## src/rtl/mu_pkg.sv

```systemverilog
// mu_pkg: shared opcodes, fixed-point constants and state types for the
// mu receipt unit and its cost scanner.
package mu_pkg;

  localparam logic [7:0]  OP_PDISCOVER    = 8'h06;
  localparam logic [7:0]  OP_MDLACC       = 8'h05;
  localparam int unsigned Q16_SHIFT       = 16;
  localparam int unsigned DEFAULT_TIMEOUT = 16;

  typedef enum logic [1:0] {
    ST_IDLE  = 2'd0,
    ST_SCAN  = 2'd1,
    ST_ISSUE = 2'd2
  } mu_state_e;

  typedef enum logic {
    SCAN_POPCOUNT = 1'b0,
    SCAN_BITLEN   = 1'b1
  } scan_mode_e;

  function automatic logic [2:0] nibble_popcount(input logic [3:0] n);
    return 3'(n[0]) + 3'(n[1]) + 3'(n[2]) + 3'(n[3]);
  endfunction

  function automatic logic [2:0] nibble_bitlen(input logic [3:0] n);
    if (n[3])      return 3'd4;
    else if (n[2]) return 3'd3;
    else if (n[1]) return 3'd2;
    else if (n[0]) return 3'd1;
    else           return 3'd0;
  endfunction

endpackage

```

## src/rtl/mu_receipt_unit_if.sv

```systemverilog
// mu_receipt_unit_if: request channel plus receipt/response channel between
// the instruction source, the receipt unit and the enforcement core.
interface mu_receipt_unit_if;

  logic        req_valid;
  logic        req_ready;
  logic [31:0] req_instr;
  logic [31:0] req_operand;
  logic        rcpt_valid;
  logic [31:0] rcpt_value;
  logic [31:0] mu_proposed;
  logic        rcpt_accepted;
  logic        rcpt_denied;

  modport master (
    output req_valid, req_instr, req_operand, rcpt_accepted, rcpt_denied,
    input  req_ready, rcpt_valid, rcpt_value, mu_proposed
  );

  modport slave (
    input  req_valid, req_instr, req_operand, rcpt_accepted, rcpt_denied,
    output req_ready, rcpt_valid, rcpt_value, mu_proposed
  );

endinterface

```

## src/rtl/mu_cost_scan.sv

```systemverilog
// mu_cost_scan: walks a 32-bit operand one nibble per cycle, LSB nibble
// first, producing either its popcount or its bit length after 8 cycles.
// 'count' already includes the nibble being examined, so it is final in
// the same cycle 'done' is high.
module mu_cost_scan
  import mu_pkg::*;
(
  input  logic        clk,
  input  logic        rst_n,
  input  logic        start,
  input  logic [31:0] operand,
  input  scan_mode_e  mode,
  output logic        done,
  output logic [5:0]  count
);

  logic        busy_q, busy_d;
  logic [2:0]  idx_q, idx_d;
  logic [31:0] shreg_q, shreg_d;
  scan_mode_e  mode_q, mode_d;
  logic [5:0]  acc_q, acc_d;
  logic [5:0]  acc_step;
  logic [3:0]  nib;

  // Fold the current nibble into the running popcount or bit length
  always_comb begin
    nib      = shreg_q[3:0];
    acc_step = acc_q;
    if (mode_q == SCAN_POPCOUNT) begin
      acc_step = acc_q + 6'(nibble_popcount(nib));
    end else if (nib != 4'd0) begin
      acc_step = {1'b0, idx_q, 2'b00} + 6'(nibble_bitlen(nib));
    end
  end

  // Load on start, then advance one nibble per cycle for eight cycles
  always_comb begin
    busy_d  = busy_q;
    idx_d   = idx_q;
    shreg_d = shreg_q;
    mode_d  = mode_q;
    acc_d   = acc_q;
    if (start) begin
      busy_d  = 1'b1;
      idx_d   = 3'd0;
      shreg_d = operand;
      mode_d  = mode;
      acc_d   = 6'd0;
    end else if (busy_q) begin
      shreg_d = shreg_q >> 4;
      idx_d   = idx_q + 3'd1;
      acc_d   = acc_step;
      busy_d  = (idx_q != 3'd7);
    end
  end

  // Scanner state registers
  always_ff @(posedge clk or negedge rst_n) begin
    if (!rst_n) begin
      busy_q  <= 1'b0;
      idx_q   <= 3'd0;
      shreg_q <= 32'd0;
      mode_q  <= SCAN_POPCOUNT;
      acc_q   <= 6'd0;
    end else begin
      busy_q  <= busy_d;
      idx_q   <= idx_d;
      shreg_q <= shreg_d;
      mode_q  <= mode_d;
      acc_q   <= acc_d;
    end
  end

  assign done  = busy_q && (idx_q == 3'd7);
  assign count = acc_step;

endmodule

```

## src/rtl/mu_receipt_unit.sv

```systemverilog
// mu_receipt_unit: costs PDISCOVER/MDLACC instructions, offers the proposed
// Q16.16 accumulator as a receipt and commits it only when accepted.
// Optional feature: define MU_RECEIPT_CHAIN_EN to add the rcpt_chain output,
// a rotate-xor digest of every accepted receipt.
module mu_receipt_unit
  import mu_pkg::*;
#(
  parameter int unsigned TIMEOUT = DEFAULT_TIMEOUT
)
(
  input  logic             clk,
  input  logic             rst_n,
  mu_receipt_unit_if.slave bus,
  output logic [31:0]      mu_acc,
  output logic [7:0]       deny_count,
  output logic             err_sat,
  output logic             err_timeout
`ifdef MU_RECEIPT_CHAIN_EN
  ,
  output logic [31:0]      rcpt_chain
`endif
);

  localparam int unsigned TMO_W = (TIMEOUT > 1) ? $clog2(TIMEOUT) : 1;

  mu_state_e        state_q, state_d;
  logic [31:0]      mu_acc_q, mu_acc_d;
  logic [7:0]       deny_q, deny_d;
  logic             err_sat_q, err_sat_d;
  logic             err_tmo_q, err_tmo_d;
  logic             rcpt_valid_q, rcpt_valid_d;
  logic [31:0]      proposed_q, proposed_d;
  logic             pdisc_q, pdisc_d;
  logic [TMO_W-1:0] tmo_q, tmo_d;
`ifdef MU_RECEIPT_CHAIN_EN
  logic [31:0]      chain_q, chain_d;
`endif

  logic [7:0]  opcode;
  logic        opcode_ok;
  logic        scan_start;
  scan_mode_e  scan_mode;
  logic        scan_done;
  logic [5:0]  scan_count;
  logic [5:0]  cost_units;
  logic [32:0] sum;
  logic        unused_instr_bits;

  assign opcode            = bus.req_instr[31:24];
  assign opcode_ok         = (opcode == OP_PDISCOVER) || (opcode == OP_MDLACC);
  assign unused_instr_bits = ^bus.req_instr[23:0];

  mu_cost_scan u_scan (
    .clk     (clk),
    .rst_n   (rst_n),
    .start   (scan_start),
    .operand (bus.req_operand),
    .mode    (scan_mode),
    .done    (scan_done),
    .count   (scan_count)
  );

  // Cost from the scan result and a 33-bit sum so a carry-out is visible
  always_comb begin
    cost_units = scan_count + (pdisc_q ? 6'd1 : 6'd0);
    sum        = {1'b0, mu_acc_q} + (33'(cost_units) << Q16_SHIFT);
  end

  // Next state and registered outputs for IDLE -> SCAN -> ISSUE
  always_comb begin
    state_d      = state_q;
    mu_acc_d     = mu_acc_q;
    deny_d       = deny_q;
    err_sat_d    = err_sat_q;
    err_tmo_d    = err_tmo_q;
    rcpt_valid_d = rcpt_valid_q;
    proposed_d   = proposed_q;
    pdisc_d      = pdisc_q;
    tmo_d        = tmo_q;
    scan_start   = 1'b0;
    scan_mode    = (opcode == OP_MDLACC) ? SCAN_BITLEN : SCAN_POPCOUNT;
`ifdef MU_RECEIPT_CHAIN_EN
    chain_d      = chain_q;
`endif
    case (state_q)
      ST_IDLE: begin
        if (bus.req_valid && opcode_ok) begin
          scan_start = 1'b1;
          pdisc_d    = (opcode == OP_PDISCOVER);
          state_d    = ST_SCAN;
        end
      end
      ST_SCAN: begin
        if (scan_done) begin
          if (sum[32]) begin
            proposed_d = 32'hFFFF_FFFF;
            err_sat_d  = 1'b1;
          end else begin
            proposed_d = sum[31:0];
          end
          rcpt_valid_d = 1'b1;
          tmo_d        = '0;
          state_d      = ST_ISSUE;
        end
      end
      ST_ISSUE: begin
        if (bus.rcpt_denied) begin
          if (deny_q != 8'hFF) deny_d = deny_q + 8'd1;
          rcpt_valid_d = 1'b0;
          state_d      = ST_IDLE;
        end else if (bus.rcpt_accepted) begin
          mu_acc_d     = proposed_q;
`ifdef MU_RECEIPT_CHAIN_EN
          chain_d      = {chain_q[26:0], chain_q[31:27]} ^ proposed_q;
`endif
          rcpt_valid_d = 1'b0;
          state_d      = ST_IDLE;
        end else if (tmo_q == TMO_W'(TIMEOUT - 1)) begin
          err_tmo_d    = 1'b1;
          rcpt_valid_d = 1'b0;
          state_d      = ST_IDLE;
        end else begin
          tmo_d = tmo_q + TMO_W'(1);
        end
      end
      default: state_d = ST_IDLE;
    endcase
  end

  // State and datapath registers, cleared asynchronously
  always_ff @(posedge clk or negedge rst_n) begin
    if (!rst_n) begin
      state_q      <= ST_IDLE;
      mu_acc_q     <= 32'd0;
      deny_q       <= 8'd0;
      err_sat_q    <= 1'b0;
      err_tmo_q    <= 1'b0;
      rcpt_valid_q <= 1'b0;
      proposed_q   <= 32'd0;
      pdisc_q      <= 1'b0;
      tmo_q        <= '0;
`ifdef MU_RECEIPT_CHAIN_EN
      chain_q      <= 32'd0;
`endif
    end else begin
      state_q      <= state_d;
      mu_acc_q     <= mu_acc_d;
      deny_q       <= deny_d;
      err_sat_q    <= err_sat_d;
      err_tmo_q    <= err_tmo_d;
      rcpt_valid_q <= rcpt_valid_d;
      proposed_q   <= proposed_d;
      pdisc_q      <= pdisc_d;
      tmo_q        <= tmo_d;
`ifdef MU_RECEIPT_CHAIN_EN
      chain_q      <= chain_d;
`endif
    end
  end

  assign bus.req_ready   = (state_q == ST_IDLE);
  assign bus.rcpt_valid  = rcpt_valid_q;
  assign bus.rcpt_value  = rcpt_valid_q ? proposed_q : mu_acc_q;
  assign bus.mu_proposed = rcpt_valid_q ? proposed_q : mu_acc_q;
  assign mu_acc          = mu_acc_q;
  assign deny_count      = deny_q;
  assign err_sat         = err_sat_q;
  assign err_timeout     = err_tmo_q;
`ifdef MU_RECEIPT_CHAIN_EN
  assign rcpt_chain      = chain_q;
`endif

endmodule

```

## src/flat_wrapper.sv

```systemverilog
// flat-port wrapper written by rule: the top's interface ports become plain ports
module mu_receipt_unit_flat import mu_pkg::*;
#(
  parameter int unsigned TIMEOUT = DEFAULT_TIMEOUT
)
  (clk, rst_n, mu_acc, deny_count, err_sat, err_timeout, bus_req_valid, bus_req_instr, bus_req_operand, bus_rcpt_accepted, bus_rcpt_denied, bus_req_ready, bus_rcpt_valid, bus_rcpt_value, bus_mu_proposed);
  mu_receipt_unit_if bus_i ();
  input  logic clk;
  input  logic rst_n;
  output logic [31:0] mu_acc;
  output logic [7:0] deny_count;
  output logic err_sat;
  output logic err_timeout;
  input wire logic [$bits(bus_i.req_valid)-1:0] bus_req_valid;
  input wire logic [$bits(bus_i.req_instr)-1:0] bus_req_instr;
  input wire logic [$bits(bus_i.req_operand)-1:0] bus_req_operand;
  input wire logic [$bits(bus_i.rcpt_accepted)-1:0] bus_rcpt_accepted;
  input wire logic [$bits(bus_i.rcpt_denied)-1:0] bus_rcpt_denied;
  output wire logic [$bits(bus_i.req_ready)-1:0] bus_req_ready;
  output wire logic [$bits(bus_i.rcpt_valid)-1:0] bus_rcpt_valid;
  output wire logic [$bits(bus_i.rcpt_value)-1:0] bus_rcpt_value;
  output wire logic [$bits(bus_i.mu_proposed)-1:0] bus_mu_proposed;
  assign bus_i.req_valid = bus_req_valid;
  assign bus_i.req_instr = bus_req_instr;
  assign bus_i.req_operand = bus_req_operand;
  assign bus_i.rcpt_accepted = bus_rcpt_accepted;
  assign bus_i.rcpt_denied = bus_rcpt_denied;
  assign bus_req_ready = bus_i.req_ready;
  assign bus_rcpt_valid = bus_i.rcpt_valid;
  assign bus_rcpt_value = bus_i.rcpt_value;
  assign bus_mu_proposed = bus_i.mu_proposed;
  mu_receipt_unit #(.TIMEOUT(TIMEOUT)) u_core (.clk(clk), .rst_n(rst_n), .bus(bus_i), .mu_acc(mu_acc), .deny_count(deny_count), .err_sat(err_sat), .err_timeout(err_timeout));
endmodule
```

## config.mk

```make
export PLATFORM = sky130hd
export DESIGN_NAME = mu_receipt_unit_flat
export DESIGN_NICKNAME = d
export VERILOG_FILES = /design/src/rtl/mu_pkg.sv /design/src/rtl/mu_receipt_unit_if.sv /design/src/rtl/mu_cost_scan.sv /design/src/rtl/mu_receipt_unit.sv /design/src/flat_wrapper.sv
export SDC_FILE = /design/constraint.sdc
export NUM_CORES = 1
export LEC_CHECK = 0
export BUFFER_PORTS_ARGS = -buffer_cell sky130_fd_sc_hd__buf_2
export CORE_MARGIN = 4
export CORE_UTILIZATION = 48
export DETAILED_ROUTE_END_ITERATION = 10
export HOLD_SLACK_MARGIN = 0.1
export PLACE_DENSITY = 0.83
export SLEW_MARGIN = 10
export SYNTH_ARGS = -nofsm -noshare
export SYNTH_HDL_FRONTEND = slang
export SYNTH_HIERARCHICAL = 1
export SYNTH_SLANG_ARGS = --single-unit
```

## constraint.sdc

```tcl
create_clock -name clk -period 4.1 [get_ports clk]
set_input_delay 0 -clock clk [delete_from_list [all_inputs] [get_ports clk]]
set_output_delay 0 -clock clk [all_outputs]
set_load 0.02 [all_outputs]
```

== Word level (Yosys, flattened, before mapping) ==
Index checks and enable logic that the tools add are counted.

* Add/subtract/negate cells: 10
* Equality and inequality tests: 14
* Mux-type cells: 38
* Bitwise operators: 2
* Reductions and logical operators: 16

{| class="wikitable"
|+ Operator list
! operator !! count
|-
| $mux W32 || 4
|-
| $add A32 B22 Y33 || 1
|-
| $mux W6 || 4
|-
| $eq A8 B3 Y1 const B || 2
|-
| $mux W4 || 4
|-
| $mux W3 || 5
|-
| $reduce_and A3 Y1 || 5
|-
| $mux W2 || 7
|-
| $mux W1 || 11
|-
| $add A8 B1 Y8 const B || 1
|-
| $ne A8 B8 Y1 const B || 1
|-
| $pmux W4 S2 || 1
|-
| $add A5 B3 Y6 || 1
|-
| $add A6 B3 Y6 || 1
|-
| $add A6 B6 Y6 || 1
|-
| $ne A2 B2 Y1 const B || 3
|-
| $pmux W2 S3 || 1
|-
| $reduce_and A5 Y1 || 1
|-
| $add A4 B1 Y4 const B || 1
|-
| $eq A4 B4 Y1 const B || 1
|-
| $ne A2 B1 Y1 const B || 2
|-
| $ne A4 B3 Y1 const B || 1
|-
| $reduce_and A2 Y1 || 2
|-
| $reduce_and A4 Y1 || 1
|-
| other kinds (15) || 18
|}

* Flip-flop bits (word level): 125
* Input bits: 69

== Logic depth before layout (Yosys ltp) ==
* Depth after elaboration: 12
* Depth in mapped cells: 18
* Gate-level depth less buffers: 16

== By module ==
Netlist, hierarchy kept.

{| class="wikitable"
|+ Modules (own cells, without submodules)
! module !! times used !! cells each !! area an instance (µm²) !! seq. area each (µm²)
|-
| mu_receipt_unit || 1 || 427 || 4,449.3 || 2,052.0
|-
| mu_cost_scan || 1 || 235 || 2,331.0 || 1,076.0
|}

== Least setup slack after synthesis ==
No wires, ideal clock.

* Kind: reg2reg
* From: reg u_core.u_scan.shreg_q[0]
* To: reg u_core.proposed_q[17]
* Library setup time: 0.082 ns
* Data arrival time: 4.008 ns
* Required time: 4.018 ns
* Path slack: 0.011 ns
* Cell stages (with the launch flop): 18
* Buffers on the path: 2
* Cells stage by stage: dfrtp_1 > fa_1 > fa_1 > fa_1 > nand2b_1 > a21boi_1 > a21o_1 > nand3_1 > nor2_1 > xor2_1 > ha_1 > buf_2 > o211ai_1 > a21oi_1 > nor2_1 > or4_1 > buf_2 > a31oi_1

* Word-level cells in the longest chain between the ends: 12
* Elaborated cells on any way between the ends: 17
* Those cells by class: add/sub: 7; mux: 9; reduce/logical: 1

{| class="wikitable"
|+ Ends and longest elaborated chain
! element !! line !! text
|-
| from (decl) || mu_cost_scan.sv:19 || <nowiki>logic [31:0] shreg_q, shreg_d;</nowiki>
|-
| from (signal assigned) || mu_cost_scan.sv:68 || <nowiki>shreg_q <= shreg_d;</nowiki>
|-
| branches (longest 8 deep; another with $add A6 B3 Y6) || n/a ||
|-
| $mux W6 * || mu_cost_scan.sv:29 || <nowiki>if (mode_q == SCAN_POPCOUNT) begin</nowiki>
|-
| via u_core.scan_count[2] || mu_receipt_unit.sv:44 || <nowiki>logic [5:0] scan_count;</nowiki>
|-
| $add A6 B6 Y6 * || mu_receipt_unit.sv:65 || <nowiki>cost_units = scan_count + (pdisc_q ? 6'd1 : 6'd0);</nowiki>
|-
| $add A32 B22 Y33 * || mu_receipt_unit.sv:66 || <nowiki>sum = {1'b0, mu_acc_q} + (33'(cost_units) << Q16_SHIFT);</nowiki>
|-
| $mux W32 * || mu_receipt_unit.sv:95 || <nowiki>if (sum[32]) begin</nowiki>
|-
| to (signal assigned) || mu_receipt_unit.sv:152 || <nowiki>proposed_q <= proposed_d;</nowiki>
|-
| to (decl) || mu_receipt_unit.sv:32 || <nowiki>logic [31:0] proposed_q, proposed_d;</nowiki>
|}

Mark *: on every way through the listed nets, which the timed path passes. The select of a mux whose other input is x is not followed.
A chain may end at the register's enable or synchronous reset.

== Final worst setup path ==
* From: reg u_core.u_scan.shreg_q[1]
* To: reg u_core.proposed_q[3]

* Word-level cells in the longest chain between the ends: 11
* Elaborated cells on any way between the ends: 16
* Those cells by class: add/sub: 7; mux: 8; reduce/logical: 1

{| class="wikitable"
|+ Ends and longest elaborated chain
! element !! line
|-
| branches (longest 7 deep; another with $add A6 B3 Y6) || n/a
|-
| $mux W6 * || mu_cost_scan.sv:29
|-
| via u_core.scan_count[4] || mu_receipt_unit.sv:44
|-
| $add A6 B6 Y6 * || mu_receipt_unit.sv:65
|-
| $add A32 B22 Y33 * || mu_receipt_unit.sv:66
|-
| $mux W32 * || mu_receipt_unit.sv:95
|}

Marks and branches as above.

==> impl_results.md <==
- Synth Cell Area: 6780 um^2
- Final Util: 0.633
- Worst setup EP type: flip-flop
- Cell with the most instances after synthesis: dfrtp_1
- Clock Sinks: 125
- Clock Tree Root: clkbuf_16
- Largest net degree at the start of global routing: 56
- Yosys cell types: 59
- Starting Density: 0.488
- Longest Clk Path Bufs: 2
- DRT antenna net count: 0
- Pin slew with the least headroom to its limit: 0.964 ns
- Final Slew Violations: 0
- Clock network power share: 0.525
- Yosys warns: 6
- Total iterations of the first detailed-routing run: 7
- HP Class: primary input to asynchronous set/reset pin
- PortBufs: 152
- RSZ-0062 raised after global routing: true
- Worst EP required: 4.44 ns
- Die Y: 127 um
- Leakage: 0.00426 uW
- DP HPWL: 10200 um
- I/O Pins: 177
- Setup crit start kind: flip-flop
- Ys async rst share: 1.00
- Proportion of power drawn by combinational gates: 0.033
- Overflow after GRT: 0
- Syn_nets: 753
- Crit path arrival time: 4.58 ns
- Top FF cell, synth: dfrtp_1
- Largest fanout on the critical path: 5
- DIE AREA: 16100 um^2
- DRC viols: 0
- Peak supply drop: 0.248 mV
- Seq cells post-synth: 125
- Worst Slack Setup Final: -0.142 ns
- Placed insts: 947
- DR WL/cell: 16.5 um
- Sequential power share: 0.441
- Syn avg cell area: 10.2 um^2
- TritonCTS Buffers: 17
- # setup viols final: 28
- Area fraction of the dominant cell type after synthesis: 0.461
- Drt via density: 5.43
- Clock Pin Slew Worst Setup and Hold Paths: 0.05 ns
- Failing checks: negative setup slack
- Fmax: 0.236 GHz
- Critical path class: flip-flop to flip-flop
- Worst relative slew slack: 0.357
- Top post-synthesis cells by count: 125 x dfrtp_1, 97 x nand2_1, 60 x mux2_2
- DRT Wirelength: 17000 um
- First-pass GRT wire length: 26400 um
- Core Area: 13900 um^2
- Place WS: -0.0171 ns
- Vias in the first global route: 5384
- Pwr Total: 2810 uW
- Switching Share: 0.209
- Switch Pwr: 586 uW
- Cell-internal power: 2220 uW
- CTS tree: done
- Final cycle utilization of the critical path: 1.03
- Seq/Total Area, Yosys: 0.461
- H-tree levels: 4
- Status: finished, violations left
- Area contributors post-synth: dfrtp_1 46%, mux2_2 10%, nand2_1 5.4%
- Final TNS setup: -1.40 ns
- PD cells: 319 nW/um^2
- Antenna violations before repair: 1
- Worst-Skew Late Latency: 0.41 ns
- Crit path time final: 4.24 ns
- Site Rows: 43
- Fin Clk Skew: 0.00548 ns
- EDFF count, synth: 0
- Via count: 5616
- Total global-route track usage: 0.202
- Layout cell share with drive strength beyond 1: 0.358
- Endpoints failing hold: 0
- Cell taking the most area after synthesis: dfrtp_1
- GP Congestion: 0.895
- Nets@finish: 932
- Max_cap viols: 0
- Die W: 127 um
- P&R area growth vs syn: 29.5%
- Initial DRC Count: 239
- Final std cells w/o fill: 1035
- Post-Syn Instances: 662
-- per-stage QoR --
step	hold slack (ns)	instance area [um^2]
finish	0.191	8780
global route	0.253	8780
CTS	0.176	8570
detailed placement	0.0834	7540
global placement	0.0767	7540
floorplan	-0.296	6780
-- power groups by stage --
stage          registers (uW)  logic [uW]  clock network [uW]
3_3_place_gp             1260        63.3                   0
5_1_grt                  1240         104                1550
2_1_floorplan            1260        8.11                   0
3_5_place_dp             1260        63.8                   0
4_1_cts                  1240        92.6                1500
6_report                 1240        93.8                1470
-- cell families after synthesis --
| family | count (synthesis) | share of synthesized area |
|---|---|---|
| mux | 90 | 0.144 |
| fa+ha+maj | 22 | 0.0450 |
| buf+inv | 80 | 0.0664 |
| xor+xnor | 26 | 0.0336 |
| flops | 125 | 0.461 |
| compound gates | 127 | 0.116 |
| simple gates | 192 | 0.133 |
-- layer usage --
metal	GRT usage	routed length, um
met5	0	0
met4	0.0858	397
met3	0.0434	780
met2	0.332	8720
met1	0.260	7140
-- registers in the layout (all words and copies together) (netlist names) --
name / count
u_core/bus.rcpt_valid: 1
u_core/deny_count: 8
u_core/err_sat: 1
u_core/err_timeout: 1
u_core/mu_acc: 32
u_core/pdisc_q: 1
u_core/proposed_q: 32
u_core/state_q: 2
u_core/tmo_q: 4
u_core/u_scan/acc_q: 6
u_core/u_scan/busy_q: 1
u_core/u_scan/idx_q: 3
u_core/u_scan/mode_q: 1
u_core/u_scan/shreg_q: 32
-- placed cells by master (no fill, tap or decap), types with 3 or more instances in the layout --
cell and instances:
nand2b_1 12, o21ai_0 58, o21ai_1 10, a21oi_2 3, a21o_1 6, a31oi_1 6
buf_4 28, dfrtp_1 124, nor2b_1 3, clkinv_2 5, mux2i_1 30, inv_1 14
buf_2 151, clkbuf_16 19, and3_1 6, nand4_1 5, xnor2_1 16, mux2_2 60
a21oi_1 16, ha_1 17, nor2_1 32, a311oi_1 4, nand3_1 8, dlygate4sd3_1 43
clkinvlp_4 3, clkbuf_8 3, nand2_1 96, xor2_1 10, o211ai_1 4, nor2_2 3
nor3_1 5
-- worst max-delay path: stages (launching register included) --
cell	delay [ns]
dfrtp_1	0.41
fa_1	0.49
fa_2	0.38
fa_2	0.34
nand2b_1	0.12
buf_6	0.12
nor2_2	0.04
nor3b_2	0.24
nor2_2	0.08
nand2_1	0.08
nor2_2	0.04
xor2_1	0.14
ha_1	0.33
o211ai_1	0.15
a21o_1	0.24
a2111oi_4	0.37
buf_4	0.21
clkbuf_16	0.15
o21ai_0	0.11
nand2_1	0.13
-- layout make-up --
cell class	instances	area [um^2]
antenna	1	2.50
clock buffer	21	470
clock inverter	11	116
fill	1079	5100
inverter	14	52.6
multi-input combinational	457	3310
sequential	125	3130
tap	180	225
timing repair buffer	226	1480
-- worst paths after layout --
check                                         start                      to  slack (ns)  depth (start not counted)
setup / recovery           u_core/u_scan/shreg_q[1]    u_core/proposed_q[3]       -0.14                         19
hold / removal                                rst_n    u_core/proposed_q[6]        0.19                          2
min in group clk                  bus_req_instr[30]  u_core/u_scan/idx_q[2]        0.30                          5
hold reg to reg                      u_core/err_sat          u_core/err_sat        0.46                          1
setup reg to reg           u_core/u_scan/shreg_q[1]    u_core/proposed_q[3]       -0.14                         19
max in group asynchronous                     rst_n    u_core/u_scan/busy_q        2.82                          3
-- repair_timing --
item                                   in CTS  in global routing
setup endpoints to repair                  12                 32
buffers inserted                            0                 10
pin swaps                                   0                 13
hold buffers                               43                  0
endpoints found under the hold margin      93                  0
gates resized for setup                     2                 18
cloned                                      0                  2
Note: power is estimated with default switching activity, not from simulation.
